**config.mk**
```make
export PLATFORM = sky130hd
export DESIGN_NAME = decode_queue
export DESIGN_NICKNAME = d
export VERILOG_FILES = /design/src/rtl/decode_queue.sv
export SDC_FILE = /design/constraint.sdc
export NUM_CORES = 1
export LEC_CHECK = 0
export ABC_AREA = 1
export CELL_PAD_IN_SITES_DETAIL_PLACEMENT = 1
export CELL_PAD_IN_SITES_GLOBAL_PLACEMENT = 1
export CORE_MARGIN = 3
export CORE_UTILIZATION = 42
export DETAILED_ROUTE_END_ITERATION = 12
export PLACE_DENSITY = 0.94
export SYNTH_ARGS = -nofsm -noshare
export SYNTH_HDL_FRONTEND = slang
export SYNTH_SLANG_ARGS = --single-unit
```
**constraint.sdc**
```tcl
create_clock -name i_clk -period 3.6 [get_ports i_clk]
set_input_delay 0.36 -clock i_clk [delete_from_list [all_inputs] [get_ports i_clk]]
set_output_delay 0.36 -clock i_clk [all_outputs]
set_load 0.03 [all_outputs]
```
**src/rtl/decode_queue.sv**
```systemverilog
// decode_queue: RV32I decoder (+ M ops when DECODE_M_EXT_EN is defined) feeding a DEPTH-entry queue of decoded ops.
// Latency: 1 cycle from an accepted instruction to its presentation at the head.
// Backpressure: o_ready drops when the queue is full; the head entry holds while o_valid && !i_ready.

// dq_fifo: generic register-based FIFO with synchronous flush; storage cleared by reset.
// Latency: 1 cycle from push to head; head_dat is read straight from storage.
// Backpressure: a push while full or a pop while empty is ignored.
module dq_fifo #(
    parameter int W     = 8,
    parameter int DEPTH = 2
) (
    input  logic         clk,
    input  logic         rst_n,
    input  logic         flush,
    input  logic         push_vld,
    input  logic [W-1:0] push_dat,
    input  logic         pop_vld,
    output logic [W-1:0] head_dat,
    output logic         full,
    output logic         empty
);
    localparam int AW = (DEPTH > 1) ? $clog2(DEPTH) : 1;
    localparam logic [AW:0] FULL_CNT = (AW+1)'(DEPTH);

    logic [W-1:0]  mem [DEPTH];
    logic [AW-1:0] wr_ptr;
    logic [AW-1:0] rd_ptr;
    logic [AW:0]   count;
    logic          push;
    logic          pop;

    assign full     = (count == FULL_CNT);
    assign empty    = (count == '0);
    assign push     = push_vld && !full;
    assign pop      = pop_vld && !empty;
    assign head_dat = mem[rd_ptr];

    // Pointers wrap naturally because DEPTH is a power of two.
    always_ff @(posedge clk or negedge rst_n) begin
        if (!rst_n) begin
            wr_ptr <= '0;
            rd_ptr <= '0;
            count  <= '0;
            for (int i = 0; i < DEPTH; i++) mem[i] <= '0;
        end else if (flush) begin
            wr_ptr <= '0;
            rd_ptr <= '0;
            count  <= '0;
        end else begin
            if (push) begin
                mem[wr_ptr] <= push_dat;
                wr_ptr      <= wr_ptr + AW'(1);
            end
            if (pop) rd_ptr <= rd_ptr + AW'(1);
            case ({push, pop})
                2'b10:   count <= count + (AW+1)'(1);
                2'b01:   count <= count - (AW+1)'(1);
                default: count <= count;
            endcase
        end
    end
endmodule

module decode_queue #(
    parameter int PC_W  = 32,
    parameter int DEPTH = 2
) (
    input  logic            i_clk,
    input  logic            i_rst_n,
    input  logic            i_flush,
    input  logic            i_valid,
    output logic            o_ready,
    input  logic [31:0]     i_instr,
    input  logic [PC_W-1:0] i_pc,
    output logic            o_valid,
    input  logic            i_ready,
    output logic [PC_W-1:0] o_pc,
    output logic [4:0]      o_rs1_addr,
    output logic [4:0]      o_rs2_addr,
    output logic [4:0]      o_rd_addr,
    output logic [31:0]     o_imm,
    output logic            o_rd_wren,
    output logic            o_mem_wren,
    output logic            o_is_load,
    output logic            o_op_a_sel,
    output logic            o_op_b_sel,
    output logic            o_branch,
    output logic            o_jump,
    output logic [4:0]      o_alu_op,
    output logic [2:0]      o_br_op,
    output logic [3:0]      o_ld_op,
    output logic            o_illegal,
    output logic [15:0]     o_illegal_cnt
);
    typedef struct packed {
        logic [PC_W-1:0] pc;
        logic [4:0]      rs1;
        logic [4:0]      rs2;
        logic [4:0]      rd;
        logic [31:0]     imm;
        logic            rd_wren;
        logic            mem_wren;
        logic            is_load;
        logic            op_a_sel;
        logic            op_b_sel;
        logic            branch;
        logic            jump;
        logic [4:0]      alu_op;
        logic [2:0]      br_op;
        logic [3:0]      ld_op;
        logic            illegal;
    } meta_t;

    meta_t       dec_dat;
    meta_t       head_dat;
    logic        illegal;
    logic        fifo_full;
    logic        fifo_empty;
    logic        push_acc;
    logic [6:0]  opcode;
    logic [2:0]  funct3;
    logic [6:0]  funct7;

    assign opcode = i_instr[6:0];
    assign funct3 = i_instr[14:12];
    assign funct7 = i_instr[31:25];

    // alt selects sub/sra for the funct3 codes that have a second form.
    function automatic logic [4:0] alu_of(input logic [2:0] f3, input logic alt);
        case (f3)
            3'b000:  return alt ? 5'd1 : 5'd0;
            3'b001:  return 5'd7;
            3'b010:  return 5'd2;
            3'b011:  return 5'd3;
            3'b100:  return 5'd4;
            3'b101:  return alt ? 5'd9 : 5'd8;
            3'b110:  return 5'd5;
            default: return 5'd6;
        endcase
    endfunction

    always_comb begin
        dec_dat     = '0;
        illegal     = 1'b0;
        dec_dat.pc  = i_pc;
        dec_dat.rs1 = i_instr[19:15];
        dec_dat.rs2 = i_instr[24:20];
        dec_dat.rd  = i_instr[11:7];
        case (opcode)
            7'b0110111: begin // LUI: operand A forced to x0
                dec_dat.rs1      = '0;
                dec_dat.rd_wren  = 1'b1;
                dec_dat.op_b_sel = 1'b1;
                dec_dat.imm      = {i_instr[31:12], 12'b0};
            end
            7'b0010111: begin
                dec_dat.rd_wren  = 1'b1;
                dec_dat.op_a_sel = 1'b1;
                dec_dat.op_b_sel = 1'b1;
                dec_dat.imm      = {i_instr[31:12], 12'b0};
            end
            7'b1101111: begin
                dec_dat.rd_wren  = 1'b1;
                dec_dat.jump     = 1'b1;
                dec_dat.op_a_sel = 1'b1;
                dec_dat.op_b_sel = 1'b1;
                dec_dat.br_op    = 3'd6;
                dec_dat.imm      = {{11{i_instr[31]}}, i_instr[31], i_instr[19:12],
                                    i_instr[20], i_instr[30:21], 1'b0};
            end
            7'b1100111: begin
                dec_dat.rd_wren  = 1'b1;
                dec_dat.jump     = 1'b1;
                dec_dat.op_b_sel = 1'b1;
                dec_dat.br_op    = 3'd7;
                dec_dat.imm      = {{20{i_instr[31]}}, i_instr[31:20]};
            end
            7'b1100011: begin
                dec_dat.branch = 1'b1;
                dec_dat.imm    = {{19{i_instr[31]}}, i_instr[31], i_instr[7],
                                  i_instr[30:25], i_instr[11:8], 1'b0};
                case (funct3)
                    3'b000:  dec_dat.br_op = 3'd0;
                    3'b001:  dec_dat.br_op = 3'd1;
                    3'b100:  dec_dat.br_op = 3'd2;
                    3'b101:  dec_dat.br_op = 3'd3;
                    3'b110:  dec_dat.br_op = 3'd4;
                    3'b111:  dec_dat.br_op = 3'd5;
                    default: illegal = 1'b1;
                endcase
            end
            7'b0000011: begin // ld_op = {signed, byte-lane mask}
                dec_dat.rd_wren  = 1'b1;
                dec_dat.is_load  = 1'b1;
                dec_dat.op_b_sel = 1'b1;
                dec_dat.imm      = {{20{i_instr[31]}}, i_instr[31:20]};
                case (funct3)
                    3'b000:  dec_dat.ld_op = 4'b1001;
                    3'b001:  dec_dat.ld_op = 4'b1011;
                    3'b010:  dec_dat.ld_op = 4'b1111;
                    3'b100:  dec_dat.ld_op = 4'b0001;
                    3'b101:  dec_dat.ld_op = 4'b0011;
                    default: illegal = 1'b1;
                endcase
            end
            7'b0100011: begin
                dec_dat.mem_wren = 1'b1;
                dec_dat.op_b_sel = 1'b1;
                dec_dat.imm      = {{20{i_instr[31]}}, i_instr[31:25], i_instr[11:7]};
                if (funct3 >= 3'b011) illegal = 1'b1;
            end
            7'b0010011: begin
                dec_dat.rd_wren  = 1'b1;
                dec_dat.op_b_sel = 1'b1;
                dec_dat.imm      = {{20{i_instr[31]}}, i_instr[31:20]};
                dec_dat.alu_op   = alu_of(funct3, 1'b0);
                if (funct3 == 3'b001 || funct3 == 3'b101) begin
                    dec_dat.imm = {27'b0, i_instr[24:20]};
                    if (funct7 == 7'b0100000 && funct3 == 3'b101) dec_dat.alu_op = 5'd9;
                    else if (funct7 != 7'b0000000)                illegal = 1'b1;
                end
            end
            7'b0110011: begin
                dec_dat.rd_wren = 1'b1;
                if (funct7 == 7'b0000000)
                    dec_dat.alu_op = alu_of(funct3, 1'b0);
                else if (funct7 == 7'b0100000 && (funct3 == 3'b000 || funct3 == 3'b101))
                    dec_dat.alu_op = alu_of(funct3, 1'b1);
`ifdef DECODE_M_EXT_EN
                else if (funct7 == 7'b0000001)
                    dec_dat.alu_op = 5'd10 + {2'b00, funct3};
`endif
                else
                    illegal = 1'b1;
            end
            default: illegal = 1'b1;
        endcase
        if (illegal) begin
            dec_dat.rd_wren  = 1'b0;
            dec_dat.mem_wren = 1'b0;
            dec_dat.branch   = 1'b0;
            dec_dat.jump     = 1'b0;
            dec_dat.is_load  = 1'b0;
            dec_dat.imm      = '0;
        end
        dec_dat.illegal = illegal;
    end

    dq_fifo #(.W($bits(meta_t)), .DEPTH(DEPTH)) u_fifo (
        .clk      (i_clk),
        .rst_n    (i_rst_n),
        .flush    (i_flush),
        .push_vld (i_valid),
        .push_dat (dec_dat),
        .pop_vld  (i_ready),
        .head_dat (head_dat),
        .full     (fifo_full),
        .empty    (fifo_empty)
    );

    assign o_ready  = !fifo_full;
    assign o_valid  = !fifo_empty;
    assign push_acc = i_valid && o_ready && !i_flush;

    always_ff @(posedge i_clk or negedge i_rst_n) begin
        if (!i_rst_n)
            o_illegal_cnt <= '0;
        else if (push_acc && dec_dat.illegal && o_illegal_cnt != 16'hFFFF)
            o_illegal_cnt <= o_illegal_cnt + 16'd1;
    end

    assign o_pc       = head_dat.pc;
    assign o_rs1_addr = head_dat.rs1;
    assign o_rs2_addr = head_dat.rs2;
    assign o_rd_addr  = head_dat.rd;
    assign o_imm      = head_dat.imm;
    assign o_rd_wren  = head_dat.rd_wren;
    assign o_mem_wren = head_dat.mem_wren;
    assign o_is_load  = head_dat.is_load;
    assign o_op_a_sel = head_dat.op_a_sel;
    assign o_op_b_sel = head_dat.op_b_sel;
    assign o_branch   = head_dat.branch;
    assign o_jump     = head_dat.jump;
    assign o_alu_op   = head_dat.alu_op;
    assign o_br_op    = head_dat.br_op;
    assign o_ld_op    = head_dat.ld_op;
    assign o_illegal  = head_dat.illegal;
endmodule

```
After elaboration in Yosys (flattened, before gate mapping)
Index checks and enable logic that the tools add are counted. W data, S select, Z words.

Bitwise gates (word level): 3. Eq/ne operators: 21. Magnitude comparators: 4. Reduce and logical (&&, ||, !) cells: 30. Muxes and demuxes: 44. Add/subtract/negate cells: 5.

Operators with widths (number): $mux W99 (4); $bwmux W198 (1); $pmux W32 S6 (1); $demux W99 S1 (1); $pmux W4 S7 (2); $mux W35 (1); $mux W32 (1); $eq A7 B6 Y1 const B (4); $eq A7 B7 Y1 const B (3); $mux W5 (4); $pmux W4 S5 (1); $mux W1 (19); $add A16 B1 Y16 const B (1); $ne A16 B16 Y1 const B (1); $pmux W3 S5 (1); $eq A7 B5 Y1 const B (2); $reduce_or A7 Y1 (2); $eq A3 B3 Y1 const B (4); $pmux W5 S2 (1); $pmux W3 S3 (1); $logic_and A1 B1 Y1 (8); $mux W4 (2); $reduce_or A2 Y1 (4); $eq A7 B2 Y1 const B (1); other kinds (27) (37).

Input port bits: 69. Output and inout bits: 117. Bits in registers: 218.

Logic depth before layout (Yosys ltp)
Depth in word-level cells: 8. Gate-level depth with buffers: 14.

By module
A second synthesis with hierarchy kept.

Cells, all modules: 1465. Area, all modules: 10925.5 um^2.

Modules (own cells, without submodules): dq_fifo (instances 1, seq. area each 5054.8 um^2, area each 8938.6 um^2, cells each 1090); decode_queue (instances 1, seq. area each 400.4 um^2, area each 1986.9 um^2, cells each 375).

Least setup slack after synthesis
Ideal clock, no wire load.

Path type: reg2reg. Start: register o_illegal_cnt[1]. End: register o_illegal_cnt[3]. Required time: 3481 ps. Library setup time: 119 ps. Clock period less this slack: 1848 ps. Stages on the path, launching flop included: 8. Path buffers: 1. Arrival: 1729 ps. Slack: 1752 ps. Cell sequence: dfrtp_1 -> ha_1 -> nand3_1 -> nor2_1 -> nand4_1 -> clkbuf_1 -> nand4_1 -> nand2_1.

Cells in the longest elaborated chain, start to end: 2.

RTL lines: start, declared (RTL line 93) `output logic [15:0] o_illegal_cnt`; start signal, assigned (RTL line 269) `o_illegal_cnt <= o_illegal_cnt + 16'd1;`; parallel branches: the longest is 2 deep, another holds $add A16 B1 Y16.

Parallel ways; which one is timed is not known. A chain may end at the register's enable or synchronous reset.

Worst setup path in the final report
Start: register u_fifo.rd_ptr. End: output o_pc[9].

Cells in the longest elaborated chain, start to end: 4.

RTL lines: start, declared (RTL line 27) `logic [AW-1:0] rd_ptr;`; start signal, assigned (RTL line 54) `if (pop) rd_ptr <= rd_ptr + AW'(1);`; $not A1 Y2 (implied by the code) (RTL line 36) `assign head_dat = mem[rd_ptr];`; $mux W99 (implied by the code) (3 in series) (RTL line 36); end, declared (RTL line 77) `output logic [PC_W-1:0] o_pc,`.

No other way between the ends. The select of a mux whose other input is x is not followed.

==> out/qor.txt <==
Critical path type - reg2out
Worst-path clk slew - 0.07 ns
Antenna diode count - 0
Clock sinks - 216
Post-synth net total - 1565
Die Wd - 167 microns
CP Depth - 5
Ys async rst share - 100%
Fin. Hold Viols - 0
Crit. End Element - primary output
EDFF count, synth - 0
Die Y - 167 microns
Largest net degree at the start of global routing - 107
Clk buf depth - 3
Area leader, netlist - dfrtp_1
Worst-path cell chain - clkinv_2, buf_4, nand2_1, nand2_1, clkdlybuf4s50_1
R2r startpoint - o_illegal_cnt[0]
Tot Pwr - 7250 uW
Fin. max-slew vios - 0
Num CTS Buffers - 25
PortBufs - 184
RSZ-0062 raised after global routing - false
Netlist cell types - 33
Arrival @ worst endpoint - 2.63 ns
Final cycle utilization of the critical path - 83.0%
Dpl ws - 0.747 ns
Crit path launch type - flip-flop
Max_cap viols - 0
Site Rows - 58
Slew Limit Headroom - 39.1%
Clk_skew - 0.0128 ns
Top cells by count, synth - 706 x nand2_1, 216 x dfrtp_1, 138 x o21ai_0, 113 x nand3_1, 100 x inv_1
R2R depth - 9
Hold crit path type - in2reg
First-pass GRT wire length - 59000 microns
Avg Synthesized Cell Area - 7.32 sq um
Fin crit period - 2.99 ns
Vias - 10600
Worst Path Buf+Inv - 3
Top cells by area, synth - dfrtp_1 49%, nand2_1 24%, o21ai_0 6.3%
Post-synth top area share - 49.4%
ANT nets after route - 0
Area growth syn-to-layout - 26.2%
CTS tree - yes
Overflow after GRT - 0
Initial core utilization - 43.1%
CP Max Fanout - 32
Post-Syn Area - 10900 sq um
GRT Util Overall - 25.5%
Vias in the first global route - 11400
FMAX - 0.335 GHz
Most frequent CP cell - nand2_1
Post-Synthesis Cells - 1495
Critical path's slowest cell - clkdlybuf4s50_1
YS warnings - 0
Total Wirelength - 36500 microns
DR pass1 iterations - 5
Lkg Pwr - 0.00716 uW
H-tree levels - 1
Count leader, synth - nand2_1
WL/cell - 18.4 microns
NumNets Final - 1710
Flop2flop setup slack - 1.29 ns
Worst slew pin tran - 0.913 ns
Synth Register Bits - 216
Hold path start - i_pc[25]
Boundary pin count - 186
Crit path max-delay family - buffers and inverters
Register area share after synthesis - 49.4%
Clock Latency Late Sink - 0.52 ns
Root Driver - clkbuf_16
Max IR drop VDD - 0.000363 V
DP Wirelength - 24000 microns
Layout cell share with drive strength beyond 1 - 6.46%
Iter 0 DRT Violations - 782
R2R Path End - o_illegal_cnt[11]
Resized Gates After CTS - 0
Initial antenna violation count - 0
Post-CTS Setup Bufs - 0
Final TNS setup - 0 ns
Core area - 25400 sq um
Hold Path Depth - 3
PD cells - 525 nW/um^2
Final worst setup slack - 0.612 ns
Worst Path Required - 3.24 ns
RePlAce Congestion - 0.879
Synth Flop Type - dfrtp_1
Setup Viol. Count Final - 0
Critical Path Max Stage Delay - 0.68 ns
Status - complete, no violations
# DRC - 0
Vias per inst - 5.35
DIE AREA - 28000 sq um
Hold worst-path end - u_fifo.mem[92]
-- worst max-delay path by stage --
stage | from | slack, ns | endpoint
4_1_cts | u_fifo.rd_ptr | 0.59 | o_pc[9]
3_3_place_gp | i_instr[29] | 0.84 | u_fifo.mem[0]
5_1_grt | u_fifo.rd_ptr | 0.51 | o_pc[14]
2_1_floorplan | o_illegal_cnt[1] | 1.75 | o_illegal_cnt[3]
3_5_place_dp | i_instr[3] | 0.75 | u_fifo.mem[121]
6_report | u_fifo.rd_ptr | 0.61 | o_pc[9]
-- logic make-up (layout without fill, tap and decap cells) --
logic type	count (synthesis)	count (layout)	synth area share, %
AOI/OAI and AO/OA	157	157	7.33
xor gates and xnor gates	8	8	0.641
adders and majority gates	1	1	0.114
buffers and inverters	199	361	7.65
DFF	216	216	49.4
other	1	1	0.0343
and+or+nand+nor	913	913	34.8
-- metal layers --
metal	part of all wire (%)	up-vias	track usage [%]
met2	49	345	44.3
met1	42	5252	33.1
li1	-	4967	-
met3	5.7	65	3.66
met5	0	-	0
met4	3.0	0	8.18
-- worst reg2reg max path: stages (launching register included) --
cell and delay [ns]:
dfrtp_1 0.41, ha_1 0.21, nand3_1 0.15, nor2_1 0.31
nand4_1 0.56, nand3_1 0.31, inv_1 0.09, nand3_1 0.10
nand2_1 0.06, nand2_1 0.06
-- cells in the final DEF, fill, tap and decap left out, types with 2 or more instances in the layout --
cell type	instances
o22ai_1	4
clkbuf_8	6
inv_2	11
nand2_1	706
a21oi_1	3
inv_1	99
or2_2	2
clkdlybuf4s50_1	183
buf_4	15
nor2_4	4
xor2_1	5
nor3_1	6
xnor2_1	3
clkbuf_1	6
nand4_1	25
inv_4	3
clkinv_2	5
bufinv_16	2
dfrtp_1	215
buf_12	3
nor2_1	29
o21ai_0	138
nand3_2	12
nor2_2	6
nand3_1	113
o31ai_1	2
o21ai_1	8
nand2_2	8
clkbuf_16	25
-- power breakdown --
part           switching, uW  leakage, uW  internal [uW]
sequential               214      0.00286           2770
clock                   1020     0.000400           1520
combinational           1100      0.00389            626
total                   2330      0.00716           4910
-- registers in the layout, indices dropped and copies added, names as in the netlist --
signal	cells
o_illegal_cnt	16
u_fifo.count	2
u_fifo.mem	196
u_fifo.rd_ptr	1
u_fifo.wr_ptr	1
-- per-stage QoR --
stage                     hold slack, ns  util (%)  std cells  instance area (sq um)
final                              0.414      54.3       1987                  13800
after global routing               0.431      54.3       1987                  13800
after CTS                          0.407      54.3       1987                  13800
after detailed placement           0.466      51.1       1942                  13000
after global placement             0.456      51.1       1942                  13000
after floorplan                   0.0644         -       1495                  10900
-- layout make-up --
type | instances | area, sq um
Inverter | 114 | 437
Fill cell | 3162 | 11600
Clock buffer | 36 | 717
Clock inverter | 8 | 96.3
Timing Repair Buffer | 203 | 2030
Multi-Input combinational cell | 1080 | 4700
Tap cell | 330 | 413
Sequential cell | 216 | 5410
-- timing repair --
action,in CTS,in global routing
hold buffers,1,0
endpoints found under the setup margin,0,0
hold endpoints to repair,27,0
Power figures use the tool's default switching activity.
